$ cat config.mk
export PLATFORM = sky130hd
export DESIGN_NAME = fifo_drain_ctrl
export DESIGN_NICKNAME = d
export VERILOG_FILES = /design/src/rtl/edf_queue_pkg.sv /design/src/rtl/drain_out_buf.sv /design/src/rtl/fifo_drain_ctrl.sv
export SDC_FILE = /design/constraint.sdc
export NUM_CORES = 1
export LEC_CHECK = 0
export ABC_AREA = 1
export CAP_MARGIN = 20
export CORE_MARGIN = 5
export CORE_UTILIZATION = 50
export CTS_CLUSTER_DIAMETER = 40
export CTS_CLUSTER_SIZE = 12
export DETAILED_ROUTE_END_ITERATION = 8
export PLACE_DENSITY_LB_ADDON = 0.2
export SYNTH_ARGS = -nofsm -noshare
export SYNTH_HDL_FRONTEND = slang
export SYNTH_SLANG_ARGS = --single-unit
$ cat constraint.sdc
create_clock -name clk -period 2.4 [get_ports clk]
set_clock_uncertainty 0.1 [all_clocks]
set_input_delay 0.24 -clock clk [delete_from_list [all_inputs] [get_ports clk]]
set_output_delay 0.24 -clock clk [all_outputs]
set_load 0.05 [all_outputs]
$ cat src/rtl/edf_queue_pkg.sv
// Shared constants and helpers for the FIFO drain controller and its output buffer.
package edf_queue_pkg;

    // Upstream FIFO returns data exactly one cycle after the read strobe.
    localparam int unsigned FIFO_RD_LATENCY = 1;
    // Number of words the output buffer can hold.
    localparam int unsigned DRAIN_BUF_DEPTH = 2;

    // Width of the buffer occupancy count (0..DRAIN_BUF_DEPTH).
    localparam int unsigned BUF_CNT_W = 2;
    // Width wide enough for buffered + in-flight words without overflow.
    localparam int unsigned OCC_W = $clog2(DRAIN_BUF_DEPTH + FIFO_RD_LATENCY) + 1;

    // Buffer occupancy states; the encoding equals the word count.
    localparam logic [1:0] BUF_EMPTY = 2'd0;
    localparam logic [1:0] BUF_ONE   = 2'd1;
    localparam logic [1:0] BUF_TWO   = 2'd2;

    // True when buffered + in-flight words, after this cycle's pop, leave room for one more read.
    function automatic logic has_room(
        input logic [BUF_CNT_W-1:0] cnt,
        input logic                 inflight,
        input logic                 pop
    );
        logic [OCC_W-1:0] occ;
        occ = OCC_W'(cnt) + OCC_W'(inflight) - OCC_W'(pop);
        return (occ < OCC_W'(DRAIN_BUF_DEPTH));
    endfunction

endpackage

$ cat src/rtl/drain_out_buf.sv
// Two-entry in-order output buffer; head is presented downstream, tail absorbs
// the word arriving from the FIFO while the head is still waiting.
module drain_out_buf
    import edf_queue_pkg::*;
#(
    parameter int unsigned DATA_WIDTH = 16
) (
    input  logic                  clk,
    input  logic                  rst,
    input  logic                  push,
    input  logic                  pop,
    input  logic [DATA_WIDTH-1:0] din,
    output logic [DATA_WIDTH-1:0] dout,
    output logic [BUF_CNT_W-1:0]  cnt
);

    logic [1:0]            r_state;
    logic [1:0]            w_state_nxt;
    logic [DATA_WIDTH-1:0] r_head;
    logic [DATA_WIDTH-1:0] r_tail;
    logic [DATA_WIDTH-1:0] w_head_nxt;
    logic [DATA_WIDTH-1:0] w_tail_nxt;

    // State and storage registers.
    always_ff @(posedge clk or posedge rst) begin
        if (rst) begin
            r_state <= BUF_EMPTY;
            r_head  <= '0;
            r_tail  <= '0;
        end else begin
            r_state <= w_state_nxt;
            r_head  <= w_head_nxt;
            r_tail  <= w_tail_nxt;
        end
    end

    // Next occupancy and entry contents from push/pop; a pop with a push
    // advances the queue so the oldest remaining word is always at the head.
    always_comb begin
        w_state_nxt = r_state;
        w_head_nxt  = r_head;
        w_tail_nxt  = r_tail;
        case (r_state)
            BUF_EMPTY: begin
                if (push) begin
                    w_head_nxt  = din;
                    w_state_nxt = BUF_ONE;
                end
            end
            BUF_ONE: begin
                case ({push, pop})
                    2'b11: w_head_nxt = din;
                    2'b10: begin
                        w_tail_nxt  = din;
                        w_state_nxt = BUF_TWO;
                    end
                    2'b01: w_state_nxt = BUF_EMPTY;
                    default: ;
                endcase
            end
            BUF_TWO: begin
                // Read issue never lets a push arrive here without a pop.
                if (pop) begin
                    w_head_nxt = r_tail;
                    if (push) begin
                        w_tail_nxt = din;
                    end else begin
                        w_state_nxt = BUF_ONE;
                    end
                end
            end
            default: w_state_nxt = BUF_EMPTY;
        endcase
    end

    assign dout = r_head;
    assign cnt  = r_state;

endmodule

$ cat src/rtl/fifo_drain_ctrl.sv
// Drains a 1-cycle-latency synchronous FIFO into a valid/ready stream,
// issuing reads only when the output buffer is guaranteed room for the word.
module fifo_drain_ctrl
    import edf_queue_pkg::*;
#(
    parameter int unsigned DATA_WIDTH = 16,
    parameter int unsigned CNT_WIDTH  = 16
) (
    input  logic                  clk,
    input  logic                  rst,
    input  logic                  enable,
    input  logic                  fifo_empty,
    input  logic [DATA_WIDTH-1:0] fifo_rd_data,
    output logic                  fifo_rd_en,
    output logic                  out_valid,
    output logic [DATA_WIDTH-1:0] out_data,
    input  logic                  out_ready,
    output logic [CNT_WIDTH-1:0]  pop_count,
    output logic                  busy
);

    logic                  r_inflight;
    logic [CNT_WIDTH-1:0]  r_pop_count;
    logic [BUF_CNT_W-1:0]  w_buf_cnt;
    logic [DATA_WIDTH-1:0] w_buf_dout;
    logic                  w_pop;
    logic                  w_rd_en;

    assign out_valid = (w_buf_cnt != BUF_EMPTY);
    assign out_data  = w_buf_dout;
    assign w_pop     = out_valid & out_ready;

    // Read only when enabled, the FIFO has data, and the word will fit; reset blocks reads outright.
    assign w_rd_en    = ~rst & enable & ~fifo_empty & has_room(w_buf_cnt, r_inflight, w_pop);
    assign fifo_rd_en = w_rd_en;

    assign busy      = out_valid | r_inflight;
    assign pop_count = r_pop_count;

    // Track the outstanding read and count completed handshakes (wrapping).
    always_ff @(posedge clk or posedge rst) begin
        if (rst) begin
            r_inflight  <= 1'b0;
            r_pop_count <= '0;
        end else begin
            r_inflight  <= w_rd_en;
            r_pop_count <= r_pop_count + CNT_WIDTH'(w_pop);
        end
    end

    drain_out_buf #(
        .DATA_WIDTH (DATA_WIDTH)
    ) u_buf (
        .clk  (clk),
        .rst  (rst),
        .push (r_inflight),
        .pop  (w_pop),
        .din  (fifo_rd_data),
        .dout (w_buf_dout),
        .cnt  (w_buf_cnt)
    );

endmodule

Word-level counts from Yosys, hierarchy flattened

Index checks and enable logic that the tools add are counted.

Output and inout port bits: 35
Input port bits: 21
Bits in registers: 51
Logic and storage cells: 47

Muxes and demuxes: 12
Reduce and logical (&&, ||, !) cells: 7
Bitwise operators: 7
Magnitude comparators: 1
Eq/ne operators: 12
$add $sub $neg: 3

Operator list:

| operator                                                                 | number |
|---|---|
| 16-bit 2-to-1 mux                                                        | 5 |
| 16-bit one-hot mux with 3 select lines                                   | 1 |
| 16-bit one-hot mux with 2 select lines                                   | 1 |
| 16-bit by 1-bit adder with 16-bit output                                 | 1 |
| 4-bit AND reduction                                                      | 3 |
| 2-bit inequality test (second input constant)                            | 4 |
| 2-bit equality test (second input constant)                              | 3 |
| 2-bit 2-to-1 mux                                                         | 3 |
| 2-bit one-hot mux with 3 select lines                                    | 1 |
| 1-bit AND                                                                | 4 |
| 2-bit by 1-bit equality test with 1-bit output (second input constant)   | 2 |
| 2-bit by 1-bit inequality test with 1-bit output (second input constant) | 2 |
| 2-bit one-hot mux with 2 select lines                                    | 1 |
| 2-bit nonzero test                                                       | 2 |
| 2-bit by 1-bit adder with 3-bit output                                   | 1 |
| 3-bit by 2-bit < comparator with 1-bit output (second input constant)    | 1 |
| 3-bit by 2-bit inequality test with 1-bit output (second input constant) | 1 |
| 3-bit nonzero test                                                       | 1 |
| 3-bit by 1-bit subtractor with 3-bit output                              | 1 |
| 2-bit zero test                                                          | 1 |
| 1-bit NOT                                                                | 2 |
| 1-bit OR                                                                 | 1 |

Logic depth before layout (Yosys ltp)

Gate-level depths: netlist (run 1).

Depth after elaboration: 5
Mapped depth: 9
Mapped depth without buffers: 9

Modules after synthesis

From an unflattened synthesis (run 1), not the netlist that was laid out.

Cell total of the unflattened synthesis: 321
Area total of the unflattened synthesis: 2588.7 um^2

Modules (own cells, without submodules):

| module          | instances | cells each | area each (um^2) | sequential area each (um^2) |
|---|---|---|---|---|
| drain_out_buf   | 1         | 217        | 1661.6           | 850.8 |
| fifo_drain_ctrl | 1         | 104        | 927.1            | 425.4 |

Worst setup path after synthesis (run 1)

Ideal clock, no wire load.

Kind: register -> output
Start: register u_buf.r_state[1] (netlist: u_buf.cnt[1])
End: output fifo_rd_en
Arrival: 2.067 ns
Stages on the path, launching flop included: 7
Buffers on the path: 0
Data required time: 2.060 ns
Path slack: -0.007 ns
Path through: dfrtp_1 > nand2_4 > nor2_8 > o21ai_0 > fa_1 > nand3_1 > nor2_1

Cells in the longest elaborated chain, start to end: 5
Elaborated cells between the ends (all ways): 6
Those cells by class: 2 x add/sub; 1 x order compare; 2 x bitwise; 1 x reduce/logical

Ends and longest elaborated chain:

| element                                                                                        | line                  | source |
|---|---|---|
| start, declared                                                                                | drain_out_buf.sv:17   | `logic [1:0] r_state;` |
| start signal, assigned                                                                         | drain_out_buf.sv:31   | `r_state <= w_state_nxt;` |
| parallel branches: the longest is 2 deep, another holds 2-bit by 1-bit adder with 3-bit output | --                    |  |
| 3-bit by 1-bit subtractor with 3-bit output *                                                  | edf_queue_pkg.sv:26   | `occ = OCC_W'(cnt) + OCC_W'(inflight) - OCC_W'(pop);` |
| 3-bit by 2-bit < comparator with 1-bit output *                                                | edf_queue_pkg.sv:27   | `return (occ < OCC_W'(DRAIN_BUF_DEPTH));` |
| 1-bit AND *                                                                                    | fifo_drain_ctrl.sv:34 | `assign w_rd_en = ~rst & enable & ~fifo_empty & has_room(w_buf_cnt, r_inflight, w_pop);` |
| end, declared                                                                                  | fifo_drain_ctrl.sv:14 | `output logic fifo_rd_en,` |

Mark *: on every way between the ends.

Worst setup path in the final report (run 1)

Start: register u_buf.r_state[0] (netlist: u_buf.cnt[0])
End: output fifo_rd_en

Same word-level chain as after synthesis.

==> impl_results.md, run 1 <==
- Clock sinks: 51
- Total global routing overflow: 0
- Htree depth: 2
- Core area: 4820 um2
- Worst path max stage delay: 500 ps
- Seq/Total Area, Yosys: between 50% and 60%
- Global-route wire length before repair: 9430 um
- CTS tree: built
- CTS max path bufs: 2
- Die width: 81.0 um
- Largest net degree at the start of global routing: 33
- # diodes: 0
- Outcome: complete, no violations
- Number of max-cap violations: 0
- Post-synthesis instance total: 305
- Setup slack, reg-to-reg: slightly above 400 ps
- Worst EP arrival: ~2000 ps
- Worst-skew pair later-pin latency: roughly 310 ps
- FF+latch count, synth: 51
- Clk slew on worst S/H paths: about 90 ps
- Routability Congestion: 0.880
- All-Layer GR Usage: 18.7%
- Worst-Margin Slew: 527 ps
- Minimum hold slack: 180 ps
- Area of the multi-input gates: around 1100 um2
- Max Fanout on Critical Path: 4
- Area delta synth->final: 30.4%
- Share of layout cells above drive strength 1: 11.9%
- VDD IR max: 0.529 mV
- Number of port buffers: 55
- Final setup TNS: 0 ps
- Gate power share: 35.5%
- RSZ-0062 raised after global routing: true
- Synth cell types: 24
- Util after Layout: 68.3%
- Vias per cell: 4.90
- Final WL: 5770 um
- Critical path class: reg2out
- Nets: 392
- Switching Share: 38.2%
- Initial antenna violation count: 0
- Max Clk Rate: 426 MHz
- Die Ht: 81.0 um
- DRT antenna net count: 0
- Warnings from Yosys: 0
- Rows: 25
- Most common cell after layout, fill and taps aside: nand2_1
- Total power: about 2.8 mW
- Initial DRT Pass Iterations: 4
- Die area: 6570 um2
- Slowest stage cell on the critical path: fa_1
- LEAKAGE: 1.66 nW
- Most frequent cells in the layout: nand2_1 (133), clkdlybuf4s50_1 (54), dfrtp_1 (50)
- Root buffer cell: clkbuf_8
- Clock power frac: 22.2%
- Vias in the first global route: 2,003
- Crit path time final: 2350 ps
- Drt drc: 0
- Final setup viols: 0
- Io pins: 56
- Hold WC Path Type: in2async
- Critical Path Start Type: flop
- Fillers: roughly 400
- Yosys top cell area share: between 50% and 60%
- Power density over cell area: ~840 nW/um2
- Max-slew headroom: 64.8%
- Via count: between 2,000 and 2,500
- Syn_area_per_cell: 8.27 um2
- Final Hold Viols: 0
- Sequential Power Share: 42.2%
- Syn_nets: 329
- DP HPWL: 4010 um
- Mapped Area: 2520 um2
- CTS Buf Count: 5
- Register area: 1280 um2
- Wire per inst: 13.2 um
- Post-synth top area cell: dfrtp_1
- Critical Path RT: 2060 ps
- NetSw: roughly 1.1 mW
- Largest cells by area after synthesis: dfrtp_1 (51%), nand2_1 (20%), nand3_1 (7.9%)
- Initial DRC Count: 102
- Fin crit share: 97.8%
- Crit-path cells: inv_2, nand2_4, nor2_8, o21ai_1, fa_1, nand3_1, nor2_2, buf_12
- Pint: 1.71 mW
- Initial core utilization: 52.4%
- Endpoint type of the worst setup path: primary output
- Max-slew violations: 0
==> cells by family (layout without fill, tap and decap cells) <==
group,Yosys count,after routing,synth area share (%)
xor gates and xnor gates,10,10,3.47
AOI/OAI and AO/OA,6,6,1.19
and+or+nand+nor,210,210,37.4
buffers and inverters,25,89,5.55
DFF,51,51,50.6
adders and majority gates,3,3,1.78
==> Yosys cell counts, drive strengths merged <==
cell and count:
fa 1, o21ai 4, xnor2 4, inv 16, buf 7, nand4 4
ha 2, nand2 148, nand3 41, clkbuf 1, clkinv 1, xor2 6
nor2 17, a21oi 2, dfrtp 51
==> cell type report <==
class	count	share of cell area, %
clock buffer	5	2.09
clock inverter	3	1.41
inverter	17	1.94
multi-input combinational	229	33.7
sequential	51	38.8
tap	67	2.55
timing repair buffer	64	19.5
==> per-stage QoR <==
| step | cells | cell area [um2] | setup slack [ps] |
|---|---|---|---|
| 2_1_floorplan | 305 | 2530 | 211 |
| 3_3_place_gp | 423 | 3140 | 101 |
| 3_5_place_dp | 423 | 3140 | 45.9 |
| 4_1_cts | 431 | 3250 | 27.0 |
| 5_1_grt | 436 | 3290 | -12.9 |
| 6_report | 436 | 3290 | 53.7 |
==> registers in the layout (all words and copies together) (netlist names) <==
name,count
pop_count,16
u_buf.dout,16
u_buf.r_tail,16
u_buf.cnt,2
r_inflight,1
==> power groups by stage <==
stage / combinational [mW] / sequential [mW] / clock, mW
2_1_floorplan: 0.250 / 1.56 / 0
3_3_place_gp: 0.971 / 1.18 / 0
3_5_place_dp: 0.986 / 1.18 / 0
4_1_cts: 0.988 / 1.17 / 0.627
5_1_grt: 1.05 / 1.19 / 0.659
6_report: 0.982 / 1.17 / 0.614
==> critical path, delay by kind of cell, from the launching register on <==
kind,cells,cell delay [ps]
DFF,1,410
buffers and inverters,2,250
adders and majority gates,1,500
AOI/OAI and AO/OA,1,90
and+or+nand+nor,4,460
==> final timing paths <==
kind | start | to | cells after the start
worst max-delay path | u_buf.cnt[0] | fifo_rd_en | 8
worst min-delay path | rst | u_buf.dout[10] | 2
worst max register to register | u_buf.cnt[0] | pop_count[10] | 9
worst min register to register | u_buf.r_tail[12] | u_buf.r_tail[12] | 2
max in group asynchronous | rst | u_buf.dout[1] | 3
min in group clk | fifo_rd_data[12] | u_buf.r_tail[12] | 3
==> layer usage <==
metal,vias to the layer above,share of wire [%],GRT usage [%]
li1,1082,-,-
met3,8,5.8,4.10
met4,0,1.6,6.59
met2,62,49,30.5
met1,984,43,24.5
met5,-,0,0
==> what timing repair did <==
item | 4_1_cts | 5_1_grt
hold endpoints to repair | 0 | 0
gates resized for setup | 2 | 0
hold buffers | 0 | 0
buffers inserted | 0 | 5
pin swaps | 1 | 2
endpoints found under the setup margin | 1 | 1
Power figures use the tool's default switching activity.
==> inputs of run 2 (changes only) <==
- SKIP_CTS_REPAIR_TIMING: unset -> 1
==> run 2 against run 1 <==
  * Sequential power hardly changed
  * Fmax up 0.34%
  * Cell area up 0.34%
  * Die area unchanged
  * Via count is 0.42% lower
  * Global-route usage unchanged
  * Core utilization grew 0.23 points
  * First-iteration DRC count down 0.98%
  * Combinational power is essentially flat
  * Critical endpoint unchanged
==> impl_results.md, run 2 (synthesis gave the netlist of run 1 again) <==
- Critical Path RT: 2060 ps (about the same)
- Total power: 2.76 mW (about the same)
- CTS Buf Count: 5 (unchanged)
- Minimum hold slack: 178 ps (-1.68 ps)
- Slowest stage cell on the critical path: fa_2
- Power density over cell area: 837 nW/um2 (-0.35%)
- Via count: 2,127 (-0.42%)
- Worst path max stage delay: 550 ps (+50 ps)
- Core area: 4820 um2 (unchanged)
- DRT antenna net count: 0 (unchanged)
- Htree depth: 2 (unchanged)
- Fin crit share: 97.4% (-0.33 points)
- Final setup viols: 0 (unchanged)
- Total global routing overflow: 0 (unchanged)
- CTS max path bufs: 2 (unchanged)
- All-Layer GR Usage: 18.7% (unchanged)
- DP HPWL: 4010 um (unchanged)
- Crit-path cells: inv_2, nand2_4, nor2_8, o21ai_4, fa_2, nand3_2, nor2_4, buf_12
- Max Fanout on Critical Path: 4 (unchanged)
- Initial DRT Pass Iterations: 4 (unchanged)
- Worst-Margin Slew: 524 ps (-2.52 ps)
- CTS tree: built
- Max-slew violations: 0 (unchanged)
- VDD IR max: 0.530 mV (+0.25%)
- Routability Congestion: 0.880 (unchanged)
- Critical Path Start Type: flop
- Largest net degree at the start of global routing: 33 (unchanged)
- Area delta synth->final: 30.8%
- Drt drc: 0 (unchanged)
- Endpoint type of the worst setup path: primary output
- Crit path time final: 2340 ps (-7.93 ps)
- Worst-skew pair later-pin latency: 310 ps (about the same)
- # diodes: 0 (unchanged)
- Family with the most delay on the worst path: adder cells
- Clk slew on worst S/H paths: 100 ps (about the same)
- Number of max-cap violations: 0 (unchanged)
- Vias in the first global route: 2,003 (unchanged)
- Io pins: 56 (unchanged)
- Die Ht: 81.0 um (unchanged)
- Initial core utilization: 52.4% (unchanged)
- Most common cell after layout, fill and taps aside: nand2_1
- Outcome: complete, no violations
- Max-slew headroom: 64.9% (+0.17 points)
- Share of layout cells above drive strength 1: 12.8% (+0.88 points)
- Global-route wire length before repair: 9430 um (unchanged)
- Vias per cell: 4.90 (about the same)
- Hold WC Path Type: in2async
- Die width: 81.0 um (unchanged)
- Die area: 6570 um2 (unchanged)
- Worst EP arrival: 2000 ps (about the same)
- Max Clk Rate: 428 MHz (+0.34%)
- Rows: 25 (unchanged)
- Clock sinks: 51 (unchanged)
- Final WL: 5750 um (-0.47%)
- LEAKAGE: 1.65 nW (-0.58%)
- Wire per inst: 13.2 um (about the same)
- Nets: 390 (-0.51%)
- Root buffer cell: clkbuf_8
- Critical path class: reg2out
- Initial antenna violation count: 0 (unchanged)
- Number of port buffers: 55 (unchanged)
- Most frequent cells in the layout: nand2_1 (132), clkdlybuf4s50_1 (54), dfrtp_1 (50)
- Final Hold Viols: 0 (unchanged)
- Crit path buf inv count: 2 (unchanged)
- Initial DRC Count: 101 (-0.98%)
## run 2: worst paths after layout
kind | from | end | slack, ps | cells past startpoint
hold reg to reg | u_buf.r_tail[9] | u_buf.r_tail[9] | 420 | 2
max in group asynchronous | rst | pop_count[5] | 1520 | 3
min in group clk | fifo_rd_data[12] | u_buf.r_tail[12] | 390 | 3
hold / removal | rst | u_buf.dout[10] | 180 | 2
setup / recovery | u_buf.cnt[0] | fifo_rd_en | 60 | 8
setup reg to reg | u_buf.cnt[0] | pop_count[10] | 400 | 9
## run 2: layer usage
layer  GRT usage, %  share of wire (%)  up-vias  wire, um
met2           30.5                 48       58      2770
met1           24.5                 45      983      2580
met5              0                  0        -         0
met4           6.59                1.6        0        92
li1               -                  -     1078         -
met3           4.10                5.4        8       311
## run 2: layout make-up
type                            instances  area (um2)
Tap cell                               67        83.8
Clock inverter                          3        46.3
Fill cell                             401        1520
Clock buffer                            5        68.8
Multi-Input combinational cell        229        1140
Sequential cell                        51        1280
Inverter                               17        63.8
Timing Repair Buffer                   62         626
## run 2: power by group
group	leakage, nW	switching (mW)	internal, mW
Clock	0.0548	0.297	0.314
Sequential	0.653	0.125	1.04
Combinational	0.944	0.634	0.350
## run 2: stage by stage
| stage | instances | TNS (ps) | instance area (um2) | util, % | setup slack (ps) |
|---|---|---|---|---|---|
| 2_1_floorplan | 305 | 0 | 2530 | - | 211 |
| 3_3_place_gp | 423 | 0 | 3140 | 65.1 | 101 |
| 3_5_place_dp | 423 | 0 | 3140 | 65.1 | 45.9 |
| 4_1_cts | 431 | -58.9 | 3250 | 67.5 | -58.9 |
| 5_1_grt | 434 | -15.8 | 3300 | 68.5 | -15.8 |
| 6_report | 434 | 0 | 3300 | 68.5 | 61.6 |
## run 2: worst register-to-register path: cells and delay by family, from the launching register on
family          cells  cell delay, ps
simple gates        3             490
fa+ha+maj           2             400
flops               1             390
buf+inv             2             210
compound gates      1             160
xor+xnor            1             160
